--- config.mk ---
export PLATFORM = sky130hd
export DESIGN_NAME = load_store_unit
export DESIGN_NICKNAME = d
export VERILOG_FILES = /design/src/rtl/lsu_pkg.sv /design/src/rtl/lsu_align.sv /design/src/rtl/load_store_unit.sv
export SDC_FILE = /design/constraint.sdc
export NUM_CORES = 1
export LEC_CHECK = 0
export BUFFER_PORTS_ARGS = -buffer_cell sky130_fd_sc_hd__buf_2
export CORE_MARGIN = 3
export CORE_UTILIZATION = 49
export DETAILED_ROUTE_END_ITERATION = 8
export PLACE_DENSITY = 0.81
export SETUP_SLACK_MARGIN = 0.2
export SYNTH_ARGS = -nofsm -noshare
export SYNTH_HDL_FRONTEND = slang
export SYNTH_SLANG_ARGS = --single-unit
--- constraint.sdc ---
create_clock -name clk -period 2.9 [get_ports clk]
set_input_delay 0.58 -clock clk [delete_from_list [all_inputs] [get_ports clk]]
set_output_delay 0.58 -clock clk [all_outputs]
set_load 0.005 [all_outputs]
--- src/rtl/lsu_pkg.sv ---
// Shared definitions for the load/store unit: funct3 encodings, FSM states
// and the request fault check evaluated at accept time.
package lsu_pkg;

    localparam logic [2:0] F3_B  = 3'b000;
    localparam logic [2:0] F3_H  = 3'b001;
    localparam logic [2:0] F3_W  = 3'b010;
    localparam logic [2:0] F3_BU = 3'b100;
    localparam logic [2:0] F3_HU = 3'b101;

    typedef enum logic [2:0] {IDLE, RD, RD_WAIT, WR, RESP} lsu_state_t;

    // Misaligned, out-of-range or illegal-funct3 request; limit is the first invalid byte address.
    function automatic logic lsu_fault(input logic        we,
                                       input logic [2:0]  funct3,
                                       input logic [31:0] addr,
                                       input logic [31:0] limit);
        logic illegal;
        logic misaligned;
        if (we)
            illegal = (funct3 > F3_W);
        else
            illegal = (funct3 == 3'b011) || (funct3 == 3'b110) || (funct3 == 3'b111);
        misaligned = ((funct3[1:0] == 2'b01) && addr[0]) ||
                     ((funct3[1:0] == 2'b10) && (addr[1:0] != 2'b00));
        return illegal || misaligned || (addr >= limit);
    endfunction

endpackage

--- src/rtl/lsu_align.sv ---
// Little-endian lane steering: load extraction/extension and sub-word store merge.
module lsu_align
    import lsu_pkg::*;
(
    input  logic [31:0] word,
    input  logic [31:0] store_data,
    input  logic [1:0]  offset,
    input  logic [2:0]  funct3,
    output logic [31:0] load_data,
    output logic [31:0] store_word
);

    logic [7:0]  byte_sel;
    logic [15:0] half_sel;

    always_comb begin
        byte_sel = word[{offset, 3'b000} +: 8];
        half_sel = offset[1] ? word[31:16] : word[15:0];

        case (funct3)
            F3_B:    load_data = {{24{byte_sel[7]}}, byte_sel};
            F3_BU:   load_data = {24'b0, byte_sel};
            F3_H:    load_data = {{16{half_sel[15]}}, half_sel};
            F3_HU:   load_data = {16'b0, half_sel};
            default: load_data = word;
        endcase

        // Bytes outside the written lane keep the value just read from memory.
        store_word = word;
        case (funct3[1:0])
            2'b00: store_word[{offset, 3'b000} +: 8] = store_data[7:0];
            2'b01: begin
                if (offset[1])
                    store_word[31:16] = store_data[15:0];
                else
                    store_word[15:0] = store_data[15:0];
            end
            default: store_word = store_data;
        endcase
    end

endmodule

--- src/rtl/load_store_unit.sv ---
// RV32I load/store unit: turns byte-addressed core requests into word memory
// transactions, with read-modify-write for SB/SH and extended loads.
module load_store_unit
    import lsu_pkg::*;
#(
    parameter int MEM_ADDR_W = 16,
    parameter int MEM_WORDS  = 2048
) (
    input  logic                  clk,
    input  logic                  rst_n,
    input  logic                  req_valid,
    output logic                  req_ready,
    input  logic                  req_we,
    input  logic [2:0]            req_funct3,
    input  logic [31:0]           req_addr,
    input  logic [31:0]           req_wdata,
    output logic                  resp_valid,
    output logic                  resp_err,
    output logic [31:0]           resp_rdata,
    output logic                  mem_wen,
    output logic                  mem_ren,
    output logic [MEM_ADDR_W-1:0] mem_waddr,
    output logic [MEM_ADDR_W-1:0] mem_raddr,
    output logic [31:0]           mem_wdata,
    input  logic [31:0]           mem_rdata
);

    localparam logic [31:0] ADDR_LIMIT = 32'(4 * MEM_WORDS);

    lsu_state_t state, state_next;

    logic                  we_q;
    logic [2:0]            funct3_q;
    logic [1:0]            offset_q;
    logic [MEM_ADDR_W-1:0] word_addr_q;
    logic [31:0]           wdata_q;
    logic [31:0]           rdata_q;
    logic                  err_q;
    logic                  fault;
    logic                  accept;
    logic [31:0]           load_data;
    logic [31:0]           store_word;

    assign fault  = lsu_fault(req_we, req_funct3, req_addr, ADDR_LIMIT);
    assign accept = (state == IDLE) && req_valid;

    lsu_align u_align (
        .word       (mem_rdata),
        .store_data (wdata_q),
        .offset     (offset_q),
        .funct3     (funct3_q),
        .load_data  (load_data),
        .store_word (store_word)
    );

    always_ff @(posedge clk or negedge rst_n) begin
        if (!rst_n)
            state <= IDLE;
        else
            state <= state_next;
    end

    always_comb begin
        state_next = state;
        req_ready  = 1'b0;
        mem_ren    = 1'b0;
        mem_wen    = 1'b0;
        resp_valid = 1'b0;
        resp_err   = 1'b0;
        resp_rdata = 32'b0;
        case (state)
            IDLE: begin
                req_ready = 1'b1;
                if (req_valid) begin
                    if (fault)
                        state_next = RESP;
                    else if (req_we && (req_funct3 == F3_W))
                        state_next = WR;
                    else
                        state_next = RD;
                end
            end
            RD: begin
                mem_ren    = 1'b1;
                state_next = RD_WAIT;
            end
            RD_WAIT: state_next = we_q ? WR : RESP;
            WR: begin
                mem_wen    = 1'b1;
                state_next = RESP;
            end
            RESP: begin
                resp_valid = 1'b1;
                resp_err   = err_q;
                resp_rdata = rdata_q;
                state_next = IDLE;
            end
            default: state_next = IDLE;
        endcase
    end

    assign mem_raddr = word_addr_q;
    assign mem_waddr = word_addr_q;
    assign mem_wdata = wdata_q;

    always_ff @(posedge clk or negedge rst_n) begin
        if (!rst_n) begin
            we_q        <= 1'b0;
            funct3_q    <= 3'b0;
            offset_q    <= 2'b0;
            word_addr_q <= '0;
            wdata_q     <= 32'b0;
            rdata_q     <= 32'b0;
            err_q       <= 1'b0;
        end else if (accept) begin
            we_q        <= req_we;
            funct3_q    <= req_funct3;
            offset_q    <= req_addr[1:0];
            word_addr_q <= req_addr[MEM_ADDR_W+1:2];
            wdata_q     <= req_wdata;
            rdata_q     <= 32'b0;
            err_q       <= fault;
        end else if (state == RD_WAIT) begin
            // Read data arrives here: stores merge into the write word, loads capture the result.
            if (we_q)
                wdata_q <= store_word;
            else
                rdata_q <= load_data;
        end
    end

endmodule

After elaboration in Yosys (flattened, before gate mapping). Cells that the tools add are included.

Flip-flop bits (word level): 90. Input port bits: 103. Output and inout bits: 101. Word-level logic and storage cells: 75.

$add $sub $neg: 1. Order comparisons: 2. Equality and inequality tests: 17. Shift-type cells: 3. Muxes and demuxes: 24. Reductions and logical operators: 19.

Operators with widths (count): 32-bit two-way mux (7); 32-bit one-hot mux with 4 select lines (1); 32-bit one-hot mux with 2 select lines (1); 16-bit two-way mux (3); 32-bit bitwise mux (1); 32-bit by 14-bit greater-or-equal comparator with 1-bit output, second input constant (1); 8-bit by 7-bit variable shift with 32-bit output, first input constant (1); 32-bit by 6-bit indexed part select with 8-bit output (1); 8-bit by 7-bit indexed part select with 32-bit output (1); 3-bit equality test, second input constant (5); 3-bit by 2-bit equality test with 1-bit output, second input constant (4); 3-bit one-hot mux with 4 select lines (1); 3-bit two-way mux (3); 5-bit negation with 7-bit output (1); 3-bit by 1-bit equality test with 1-bit output, second input constant (2); 3-bit zero test (2); 1-bit two-way mux (6); 2-bit nonzero test (3); 1-bit logical OR (5); 2-bit by 1-bit equality test with 1-bit output, second input constant (2); 1-bit logical AND (4); 4-bit AND reduction (1); 3-bit by 2-bit > comparator with 1-bit output, second input constant (1); 3-bit inequality test, second input constant (1); other kinds (8) (8).

Longest topological paths before layout. Gate-level depths: netlist (run 1).

Depth in word-level cells: 9. Gate-level depth with buffers: 9.

Hierarchy. From an unflattened synthesis (run 1), not the netlist that was laid out.

Cell total of the unflattened synthesis: 642. Area total of the unflattened synthesis: 5795.6 µm².

By module, submodules not included: load_store_unit (times used 1, cells an instance 417, area an instance 4204.0 µm², sequential area each 2252.2 µm²); lsu_align (times used 1, cells an instance 225, area an instance 1591.5 µm², sequential area each 0.0 µm²).

Worst setup path after synthesis (run 1). No wires, ideal clock.

Kind: reg2reg. Start: reg offset_q[1]. End: reg wdata_q[30], in the netlist mem_wdata[30]. Arrival time: 2.312 ns. Slack: 0.511 ns. Stages on the path, launching flop included: 10. Buffers on the path: 3. Cell sequence: dfrtp_1 clkbuf_1 buf_2 inv_1 ha_1 nor4bb_1 clkbuf_1 a221oi_1 a211o_1 a21oi_1.

Word-level cells in the longest chain between the ends: 7. Elaborated cells between the ends (all ways): 9.

RTL lines: from (decl) (line load_store_unit.sv:34) `logic [1:0] offset_q;`; from (signal assigned) (line load_store_unit.sv:118) `offset_q <= req_addr[1:0];`; 5-bit negation with 7-bit output (line lsu_align.sv:31) `2'b00: store_word[{offset, 3'b000} +: 8] = store_data[7:0];`; 8-bit by 7-bit indexed part select with 32-bit output / 8-bit by 7-bit variable shift with 32-bit output (equally long branches) (line lsu_align.sv:31); 32-bit bitwise mux (line lsu_align.sv:31); 32-bit one-hot mux with 2 select lines * (line lsu_align.sv:30) `case (funct3[1:0])`; 32-bit two-way mux * (line load_store_unit.sv:125) `if (we_q)`; 32-bit two-way mux * (line load_store_unit.sv:123) `end else if (state == RD_WAIT) begin`; 32-bit two-way mux * (line load_store_unit.sv:115) `end else if (accept) begin`; to (signal assigned) (line load_store_unit.sv:120) `wdata_q <= req_wdata;`; to (signal assigned) (line load_store_unit.sv:126) `wdata_q <= store_word;`; to (decl) (line load_store_unit.sv:36) `logic [31:0] wdata_q;`.

Mark *: on every way between the ends. The rest lies on a longest branch, timed or not. The select of a mux whose other input is x is not followed. A chain may end at the register's enable or synchronous reset.

Final worst setup path (run 1).
Start: reg offset_q[0]. End: reg wdata_q[17], in the netlist mem_wdata[17].

Word-level cells in the longest chain between the ends: 7. Elaborated cells between the ends (all ways): 8.

RTL lines (line): 5-bit negation with 7-bit output * (lsu_align.sv:31); 8-bit by 7-bit indexed part select with 32-bit output / 8-bit by 7-bit variable shift with 32-bit output (equally long branches) (lsu_align.sv:31); 32-bit bitwise mux * (lsu_align.sv:31); 32-bit one-hot mux with 2 select lines * (lsu_align.sv:30); 32-bit two-way mux * (load_store_unit.sv:125); 32-bit two-way mux * (load_store_unit.sv:123); 32-bit two-way mux * (load_store_unit.sv:115).

Marks and branches as above.

==> results.py, run 1 <==
metrics = {
    "run_status": {
        "outcome": "completed",
    },
    "die": {
        "die_y_um": 107.2,
        "row_count": 36,
        "fp.dieArea_um2": 11500,
        "io_pins": 204,
        "core_um2": 9864,
        "start_util_pct": 50.90,
        "die_x_um": 107.2,
    },
    "cells_and_area": {
        "antennaDiodeCount": 0,
        "area_growth_pct": 23.90,
        "final_core_util_pct": 63.06,
        "final-seq-area_um2": 2252,
        "layout-drive-gt1-share_pct": 34.16,
        "multi_input_area_um2": 2470,
        "fill_cells": 858,
        "nNetsFinal": 826,
    },
    "synthesis": {
        "ys_ff_latch": 90,
        "synth_top_area_share_pct": 44.85,
        "synth_top_family_by_area": "compound AO/OA/AOI/OAI gates",
        "synth_top_cell_by_area": "dfrtp_1",
        "synth_area_per_cell_um2": 9.129,
        "synth_xor_area_share_pct": 0,
        "ys_seq_area_share_pct": 44.85,
        "synth_edf_count": 0,
        "syn_inst": 550,
        "netlist_area_um2": 5021,
        "synthAdderAreaFrac_pct": 1.246,
        "synth-compound-area-share_pct": 22.83,
        "ys.warnings.count": 0,
        "synth_fp_nets": 658,
        "yosys-top-cells-area": "dfrtp_1 45%, nand2_1 7.7%, and2_1 4.2%",
        "synth_ff_type": "dfrtp_1",
        "synth_cell_types": 49,
        "ys_async_sr_fraction_pct": 100.0,
        "yosys.area_share.simple_pct": 20.18,
        "synth.area.mux_share_pct": 4.635,
    },
    "place": {
        "gp_congestion": 0.9185,
        "io_buffers": 203,
        "detailed_place_hpwl_um": 12360,
        "preCtsSetupSlack_ns": 0.5756,
    },
    "power_and_ir_drop": {
        "power_density_nw_per_um2": 536.5,
        "peakVddDrop_v": 0.0002698,
        "pwr-share-seq_pct": 46.8,
        "p_leak_uw": 0.003187,
        "sw_frac_of_total_pct": 33.87,
        "p_sw_uw": 1130,
        "power.total_uw": 3337,
        "pwr-share-clk_pct": 27.1,
        "comb_power_share_pct": 26.1,
        "internal_power_uw": 2207,
    },
    "clock_network": {
        "cts_setup_buffers": 0,
        "post_cts_resized": 0,
        "cts_max_path_buffers": 2,
        "cts_root_buffer": "clkbuf_8",
        "cts_hold_buf": 0,
        "clk_pin_slew_ns": 0.10,
        "clkSinkCount": 90,
        "cts_tree": "built",
        "insertion_delay_ns": 0.38,
        "cts_made_buffers": 9,
        "cts_max_level": 3,
    },
    "global_routing": {
        "grt_usage_pct": 28.46,
        "antenna_found_initial": 0,
        "grt.overflow.total": 0,
        "grt_pass1_wl_um": 25360,
        "grt_max_degree": 51,
        "grt_pass1_vias": 4842,
    },
    "setup_path": {
        "worst_ep_arrival_time_ns": 2.60,
        "cp-end-kind": "flop",
        "cp-start-kind": "flop",
        "crit_type": "flop to flop",
        "critical-path-top-delay-family": "compound AO/OA/AOI/OAI gates",
        "critical-path-max-stage-delay_ns": 0.59,
        "cp_max_fo": 12,
        "crit_chain": "inv_1, ha_1, nand3b_1, o31ai_2, a221oi_1, o21ai_1",
        "worst-path-buf-inv": 1,
        "slowest_stage": "dfrtp_1",
        "crit_required_ns": 3.21,
    },
    "sta": {
        "fin_crit_sh_pct": 79.04,
        "whs_ns": 0.1687,
        "min_period_ns": 2.292,
        "rsz0062_at_grt": "false",
        "finalMaxSlewViolations": 0,
        "fin_ws_ns": 0.6078,
        "fmax_mhz": 436.3,
        "worstMarginPinSlew_ns": 0.8184,
        "setup_viol": 0,
        "fin_worst_skew_ns": 0.01782,
        "max_slew_margin_pct": 45.44,
        "hold_violations": 0,
        "setup_tns_ns": 0,
    },
    "drt": {
        "drt-total-wl_um": 16420,
        "wl_per_cell_um": 19.18,
        "drc_errors": 0,
        "vias": 5044,
        "drt_iter0_drc": 453,
        "drtPass1Iterations": 5,
        "avgViaCountPerCell": 5.893,
        "ant_nets": 0,
    },
    "run": {
        "maxCapViolCount": 0,
    },
    "hold_path": {
        "hp-class": "primary input to async pin",
    },
}
-- layout by cell type, fill, tap and decap left out, types with 2 or more instances in the layout --
master,instances
a21boi_1,8
nor4_1,5
o21ai_2,2
mux2i_1,12
nor3_1,5
nand2_1,103
inv_1,5
nand3b_1,3
nor2_1,22
o31ai_1,8
nand3_1,9
ha_1,5
mux2_2,8
and2_1,34
o21ai_0,18
a211o_1,8
clkinvlp_4,2
a221o_1,16
buf_2,202
o22ai_1,7
nor2b_1,3
clkbuf_8,10
a21oi_1,21
a221oi_1,24
and3_1,2
o21ai_1,35
and3b_1,3
a22o_1,8
nand2b_1,12
dfrtp_1,90
buf_4,10
-- per-layer routing --
layer	GRT usage [%]	routed length, um	vias up
li1	-	-	2304
met1	35.62	6358	2397
met2	48.12	7964	301
met3	4.997	1574	42
met4	12.60	521	0
met5	0	0	-
-- final timing paths --
| check | start | endpoint | slack (ns) | depth (start not counted) |
|---|---|---|---|---|
| min reg2reg | rdata_q[13] | rdata_q[13] | 0.49 | 2 |
| max reg2reg | offset_q[0] | mem_wdata[17] | 0.61 | 6 |
| min | rst_n | rdata_q[26] | 0.17 | 1 |
| min in group clk | req_addr[5] | mem_raddr[3] | 0.38 | 3 |
| max in group asynchronous | rst_n | mem_raddr[10] | 2.05 | 2 |
| max | offset_q[0] | mem_wdata[17] | 0.61 | 6 |
-- final cells by class --
class	count	share of cell area, %
sequential	90	36.20
timing repair buffer	213	17.78
multi-input combinational	398	39.70
clock inverter	5	1.006
inverter	6	0.3620
tap	133	2.675
clock buffer	11	2.273
-- through the flow --
stage / std cells / area [um2]
global placement: 840 / 6017
detailed placement: 840 / 6017
CTS: 856 / 6221
finish: 856 / 6221
floorplan: 550 / 5021
global route: 856 / 6221
-- state kept, by name, indices dropped and copies added, names as in the netlist --
signal / flops
rdata_q: 32
mem_wdata: 32
err_q: 1
mem_raddr: 16
we_q: 1
offset_q: 2
funct3_q: 3
state: 3
-- kinds of logic (layout without fill, tap and decap cells) --
logic type,Yosys count,after routing
AO/OA/AOI/OAI,164,164
AND/OR/NAND/NOR,208,208
buffers and inverters,62,235
adder cells (fa/ha/maj),5,5
multiplexers,21,21
flip-flops,90,90
-- Yosys cell counts, types with 2 or more instances --
cell type  instances
buf_4             16
a211o_1            8
a21oi_1           21
buf_2             17
nor4_1             5
nor3_1             5
o22ai_1            7
nand2b_1          12
o31ai_1            8
nor2b_1            3
and2_1            34
nand3_1            9
nand3b_1           3
ha_1               5
mux2i_1           12
a221oi_1          24
and3_1             2
nand2_1          103
a221o_1           16
dfrtp_1           90
o21ai_0           18
a22o_1             8
inv_1              5
clkbuf_1          22
o21ai_1           36
mux2_2             8
a21boi_1           8
and3b_1            3
nor2_1            22
-- power by group through the flow --
| stage | registers, uW | clock network [uW] | logic [uW] |
|---|---|---|---|
| floorplan | 1530 | 0 | 503 |
| CTS | 1550 | 906 | 868 |
| global route | 1580 | 963 | 957 |
| finish | 1560 | 905 | 871 |
| global placement | 1570 | 0 | 836 |
| detailed placement | 1580 | 0 | 865 |
No activity file was read; power rests on OpenSTA's default activity.
==> inputs of run 2 (changes only) <==
clock period = 2.2 ns   (was 2.9 ns; I/O delays follow)
==> run 2 against run 1 <==
Via count increased by 1.6%; clock power increased by 31%; combinational power increased by 42%; worst setup slack got worse by 0.44 ns.
==> results.py, run 2 (synthesized netlist as in run 1, its figures left out) <==
metrics = {
    "run_status": {
        "outcome": "completed",
    },
    "sta": {
        "setup_tns_ns": 0,
        "min_period_ns": 2.032,
        "fin_crit_sh_pct": 92.36,
        "setup_viol": 0,
        "finalMaxSlewViolations": 0,
        "hold_violations": 0,
        "fmax_mhz": 492.2,
        "fin_worst_skew_ns": 0.01287,
        "max_slew_margin_pct": 56.38,
        "rsz0062_at_grt": "true",
        "worstMarginPinSlew_ns": 0.6543,
    },
    "drt": {
        "drtPass1Iterations": 5,
        "drt-total-wl_um": 17140,
        "drt_iter0_drc": 475,
        "drc_errors": 0,
        "vias": 5127,
        "avgViaCountPerCell": 5.859,
        "ant_nets": 0,
        "wl_per_cell_um": 19.59,
    },
    "power_and_ir_drop": {
        "power_density_nw_per_um2": 676.9,
        "p_leak_uw": 0.003328,
        "peakVddDrop_v": 0.0003610,
        "power.total_uw": 4470,
        "comb_power_share_pct": 27.7,
        "p_sw_uw": 1511,
        "internal_power_uw": 2959,
        "pwr-share-clk_pct": 26.7,
        "sw_frac_of_total_pct": 33.81,
        "pwr-share-seq_pct": 45.7,
    },
    "cells_and_area": {
        "final_cell_mix": "182 x buf_2, 103 x nand2_1, 87 x dfrtp_1",
        "fill_cells": 796,
        "final_cells": 875,
        "layout-drive-gt1-share_pct": 39.49,
        "final_core_util_pct": 66.95,
        "final_common_cell": "buf_2",
        "area_growth_pct": 31.52,
        "nNetsFinal": 845,
        "antennaDiodeCount": 0,
    },
    "global_routing": {
        "grt_max_degree": 46,
        "grt.overflow.total": 0,
        "grt_pass1_wl_um": 26120,
        "grt_pass1_vias": 4864,
        "grt_usage_pct": 29.54,
        "antenna_found_initial": 0,
    },
    "die": {
        "core_um2": 9864,
        "die_x_um": 107.2,
        "row_count": 36,
        "start_util_pct": 50.90,
        "die_y_um": 107.2,
        "fp.dieArea_um2": 11500,
        "io_pins": 204,
    },
    "clock_network": {
        "clk_pin_slew_ns": 0.10,
        "cts_tree": "built",
        "cts_root_buffer": "clkbuf_8",
        "insertion_delay_ns": 0.38,
        "cts_max_path_buffers": 2,
        "cts_made_buffers": 9,
        "cts_max_level": 3,
        "clkSinkCount": 90,
    },
    "place": {
        "placed_cells": 849,
        "io_buffers": 203,
        "detailed_place_hpwl_um": 12420,
        "gp_congestion": 0.9104,
    },
    "setup_path": {
        "critical-path-top-delay-family": "flip-flops",
        "critical-path-max-stage-delay_ns": 0.43,
        "cp_max_fo": 8,
        "crit_path_frequent_cell": "buf_6",
        "crit_type": "flop to output pin",
        "worst-path-buf-inv": 3,
        "crit_required_ns": 1.76,
        "cp-end-kind": "output pin",
        "cp-start-kind": "flop",
        "crit_chain": "nor3b_4, buf_6, buf_6, and2_4, buf_6",
        "worst_ep_arrival_time_ns": 1.59,
        "slowest_stage": "dfrtp_2",
    },
    "run": {
        "maxCapViolCount": 0,
    },
    "hold_path": {
        "hp-class": "primary input to flop",
    },
}
run 2: layout make-up:
type                    count  area [um2]  area share (%)
inverters                   6       22.52          0.3410
flip-flops and latches     90        2256           34.16
clock buffers              11       141.4           2.141
well taps                 133       166.4           2.520
repair buffers            232        1406           21.30
multi-input cells         398        2549           38.59
clock inverters             5       62.56          0.9473
run 2: worst paths after layout:
| kind | startpoint | to | cells after the start | slack (ns) |
|---|---|---|---|---|
| hold / removal | req_addr[7] | mem_raddr[5] | 3 | 0.24 |
| max in group asynchronous | rst_n | state[2] | 3 | 1.04 |
| setup reg to reg | offset_q[0] | mem_wdata[11] | 6 | 0.19 |
| hold reg to reg | rdata_q[11] | rdata_q[11] | 2 | 0.49 |
| min in group asynchronous | rst_n | rdata_q[27] | 2 | 0.48 |
| setup / recovery | state[0] | resp_rdata[16] | 5 | 0.17 |
run 2: per-stage QoR:
step | hold WS [ns] | area [um2] | worst slack, ns
after detailed placement | 0.3411 | 6105 | 0.2817
after CTS | 0.2364 | 6407 | 0.1962
after global routing | 0.2445 | 6604 | 0.1296
final | 0.2441 | 6604 | 0.1682
after floorplan | 0.1444 | 5061 | 0.2247
after global placement | 0.3385 | 6105 | 0.3521
run 2: power groups by stage:
stage / clock network, uW / logic, uW / registers [uW]
after floorplan: 0 / 682 / 2020
after global placement: 0 / 1160 / 2070
after detailed placement: 0 / 1190 / 2070
after CTS: 1210 / 1220 / 2030
after global routing: 1260 / 1350 / 2070
final: 1190 / 1240 / 2040
run 2: what timing repair did:
action / 4_1_cts / 5_1_grt
setup buffers: 5 / 0
endpoints found under the setup margin: 34 / 55
pin swaps: 1 / 23
hold endpoints to repair: 19 / 0
hold buffers: 1 / 0
cloned: 4 / 0
resized for setup: 11 / 47
run 2: per-layer routing:
metal / wire length [um] / GRT usage [%] / up-vias
met2: 8623 / 50.13 / 291
met4: 431 / 11.23 / 0
li1: - / - / 2330
met5: 0 / 0 / -
met3: 1490 / 5.238 / 34
met1: 6599 / 37.55 / 2472
run 2: tightest hold or removal path, stage by stage:
cell	delay, ns
buf_2	0.07
nand2_1	0.04
nand2_1	0.05
==> inputs of run 3 (changes only) <==
CORE_ASPECT_RATIO = 1.4   (was default)
==> run 3 against run 2 <==
Largest cell class unchanged; count of clock-buffer cells in the layout down 2; combinational power about the same; maximum frequency up 0.11%; sequential share of layout area up 0.40 points; sequential power about the same; wire length down 1.3%; design area down 1.2%.
==> results.py, run 3 (synthesized netlist as in run 1, its figures left out) <==
metrics = {
    "run_status": {
        "outcome": "completed",
    },
    "global_routing": {
        "met1_usage_pct": 34.95,
        "top_usage_layer": "met2",
        "grt_pass1_wl_um": 26350,
        "antenna_found_initial": 0,
        "grt.overflow.total": 0,
        "grt_max_degree": 47,
        "grt_usage_pct": 29.16,
        "grt_pass1_vias": 5015,
        "use_met2_pct": 48.08,
        "grt_util_met3_pct": 5.615,
    },
    "clock_network": {
        "cts_max_level": 3,
        "clk_pin_slew_ns": 0.07,
        "cts_made_buffers": 9,
        "clkSinkCount": 90,
        "cts_max_path_buffers": 2,
        "cts_root_buffer": "clkbuf_16",
        "insertion_delay_ns": 0.35,
        "cts_tree": "built",
    },
    "cells_and_area": {
        "final_core_util_pct": 65.58,
        "final_cell_mix": "202 x buf_2, 103 x nand2_1, 87 x dfrtp_1",
        "nNetsFinal": 841,
        "final_common_cell": "buf_2",
        "layout-drive-gt1-share_pct": 37.13,
        "area_growth_pct": 30.00,
        "fill_cells": 842,
        "antennaDiodeCount": 0,
        "final_cells": 873,
        "final-seq-area_um2": 2256,
        "multi_input_area_um2": 2530,
    },
    "place": {
        "preCtsSetupSlack_ns": 0.3290,
        "gp_congestion": 0.9826,
        "placed_cells": 849,
        "detailed_place_hpwl_um": 12470,
        "io_buffers": 203,
    },
    "power_and_ir_drop": {
        "power_density_nw_per_um2": 747.7,
        "sw_frac_of_total_pct": 32.54,
        "pwr-share-clk_pct": 32.6,
        "internal_power_uw": 3292,
        "peakVddDrop_v": 0.0004577,
        "pwr-share-seq_pct": 42.3,
        "p_sw_uw": 1588,
        "comb_power_share_pct": 25.1,
        "p_leak_uw": 0.003332,
    },
    "sta": {
        "max_slew_margin_pct": 55.55,
        "fin_ws_ns": 0.1705,
        "whs_ns": 0.2753,
        "fmax_mhz": 492.7,
        "min_period_ns": 2.030,
        "worstMarginPinSlew_ns": 0.6667,
        "hold_violations": 0,
        "rsz0062_at_grt": "true",
        "finalMaxSlewViolations": 0,
        "setup_tns_ns": 0,
        "setup_viol": 0,
        "fin_worst_skew_ns": 0.008931,
        "fin_crit_sh_pct": 92.25,
    },
    "die": {
        "die_x_um": 91.56,
        "row_count": 43,
        "fp.dieArea_um2": 11520,
        "start_util_pct": 50.45,
        "core_um2": 9953,
        "io_pins": 204,
        "die_y_um": 125.8,
    },
    "setup_path": {
        "cp-end-kind": "flop",
        "crit_required_ns": 2.47,
        "worst_ep_arrival_time_ns": 2.30,
        "crit_type": "flop to flop",
        "cp-start-kind": "flop",
        "r2r_cells": 7,
        "cp_max_fo": 12,
    },
    "drt": {
        "wl_per_cell_um": 19.38,
        "vias": 5189,
        "avgViaCountPerCell": 5.944,
        "drtPass1Iterations": 5,
        "drt-total-wl_um": 16920,
        "drc_errors": 0,
        "ant_nets": 0,
        "drt_iter0_drc": 375,
    },
    "run": {
        "maxCapViolCount": 0,
    },
    "hold_path": {
        "holdPathStages": 3,
        "hp-class": "primary input to flop",
    },
}
==> run 3: cell types whose count changed in the layout (fill, tap and decap cells not counted), moves of 9 or more <==
cell	before	now
and2_1	14	32
and2_4	20	2
buf_2	182	202
buf_6	26	4
clkbuf_16	0	9
clkbuf_8	10	0
==> run 3: cell type report <==
| cell class | count | share of cell area [%] |
|---|---|---|
| Tap cell | 135 | 2.588 |
| Multi-Input combinational cell | 398 | 38.76 |
| Clock buffer | 9 | 3.450 |
| Sequential cell | 90 | 34.56 |
| Clock inverter | 7 | 1.246 |
| Timing Repair Buffer | 228 | 19.05 |
| Inverter | 6 | 0.3450 |
==> run 3: power by group through the flow <==
| stage | Sequential, uW | Clock, uW | Combinational [uW] |
|---|---|---|---|
| global placement | 2070 | 0 | 1140 |
| floorplan | 2020 | 0 | 682 |
| detailed placement | 2080 | 0 | 1170 |
| CTS | 2050 | 1610 | 1200 |
| global route | 2080 | 1680 | 1340 |
| finish | 2060 | 1590 | 1230 |
==> run 3: repair_timing <==
item                                    4_1_cts  5_1_grt
buffers inserted                              5        0
hold buffers                                  1        0
cloned                                        2        0
endpoints found under the setup margin       33       41
pin swaps                                     1        1
endpoints found under the hold margin        13        0
gates resized for setup                       7       12
==> run 3: worst max-delay path, stage by stage, from the launching register on <==
cell,delay (ns)
dfrtp_1,0.37
buf_4,0.24
ha_1,0.22
nor4bb_1,0.36
buf_4,0.23
a221oi_1,0.09
a211o_1,0.29
a21oi_1,0.15
==> run 3: final timing paths <==
check                        startpoint            end  slack [ns]
max in group asynchronous         rst_n     rdata_q[4]        1.03
max                         offset_q[1]  mem_wdata[29]        0.17
min                        req_addr[10]   mem_raddr[8]        0.28
min reg2reg                 rdata_q[14]    rdata_q[14]        0.48
min in group asynchronous         rst_n  mem_wdata[11]        0.50
max reg2reg                 offset_q[1]  mem_wdata[29]        0.17
==> run 3: metal layers <==
metal	up-vias	part of all wire (%)	wire, um
met1	2474	37	6237
li1	2325	-	-
met4	0	4.8	814
met2	331	50	8396
met3	59	8.7	1471
met5	-	0	0
==> run 3: through the flow <==
| step | power [uW] | cell area [um2] |
|---|---|---|
| after CTS | 4852 | 6475 |
| after floorplan | 2704 | 5061 |
| after detailed placement | 3247 | 6092 |
| after global routing | 5098 | 6528 |
| after global placement | 3211 | 6092 |
| final | 4881 | 6528 |
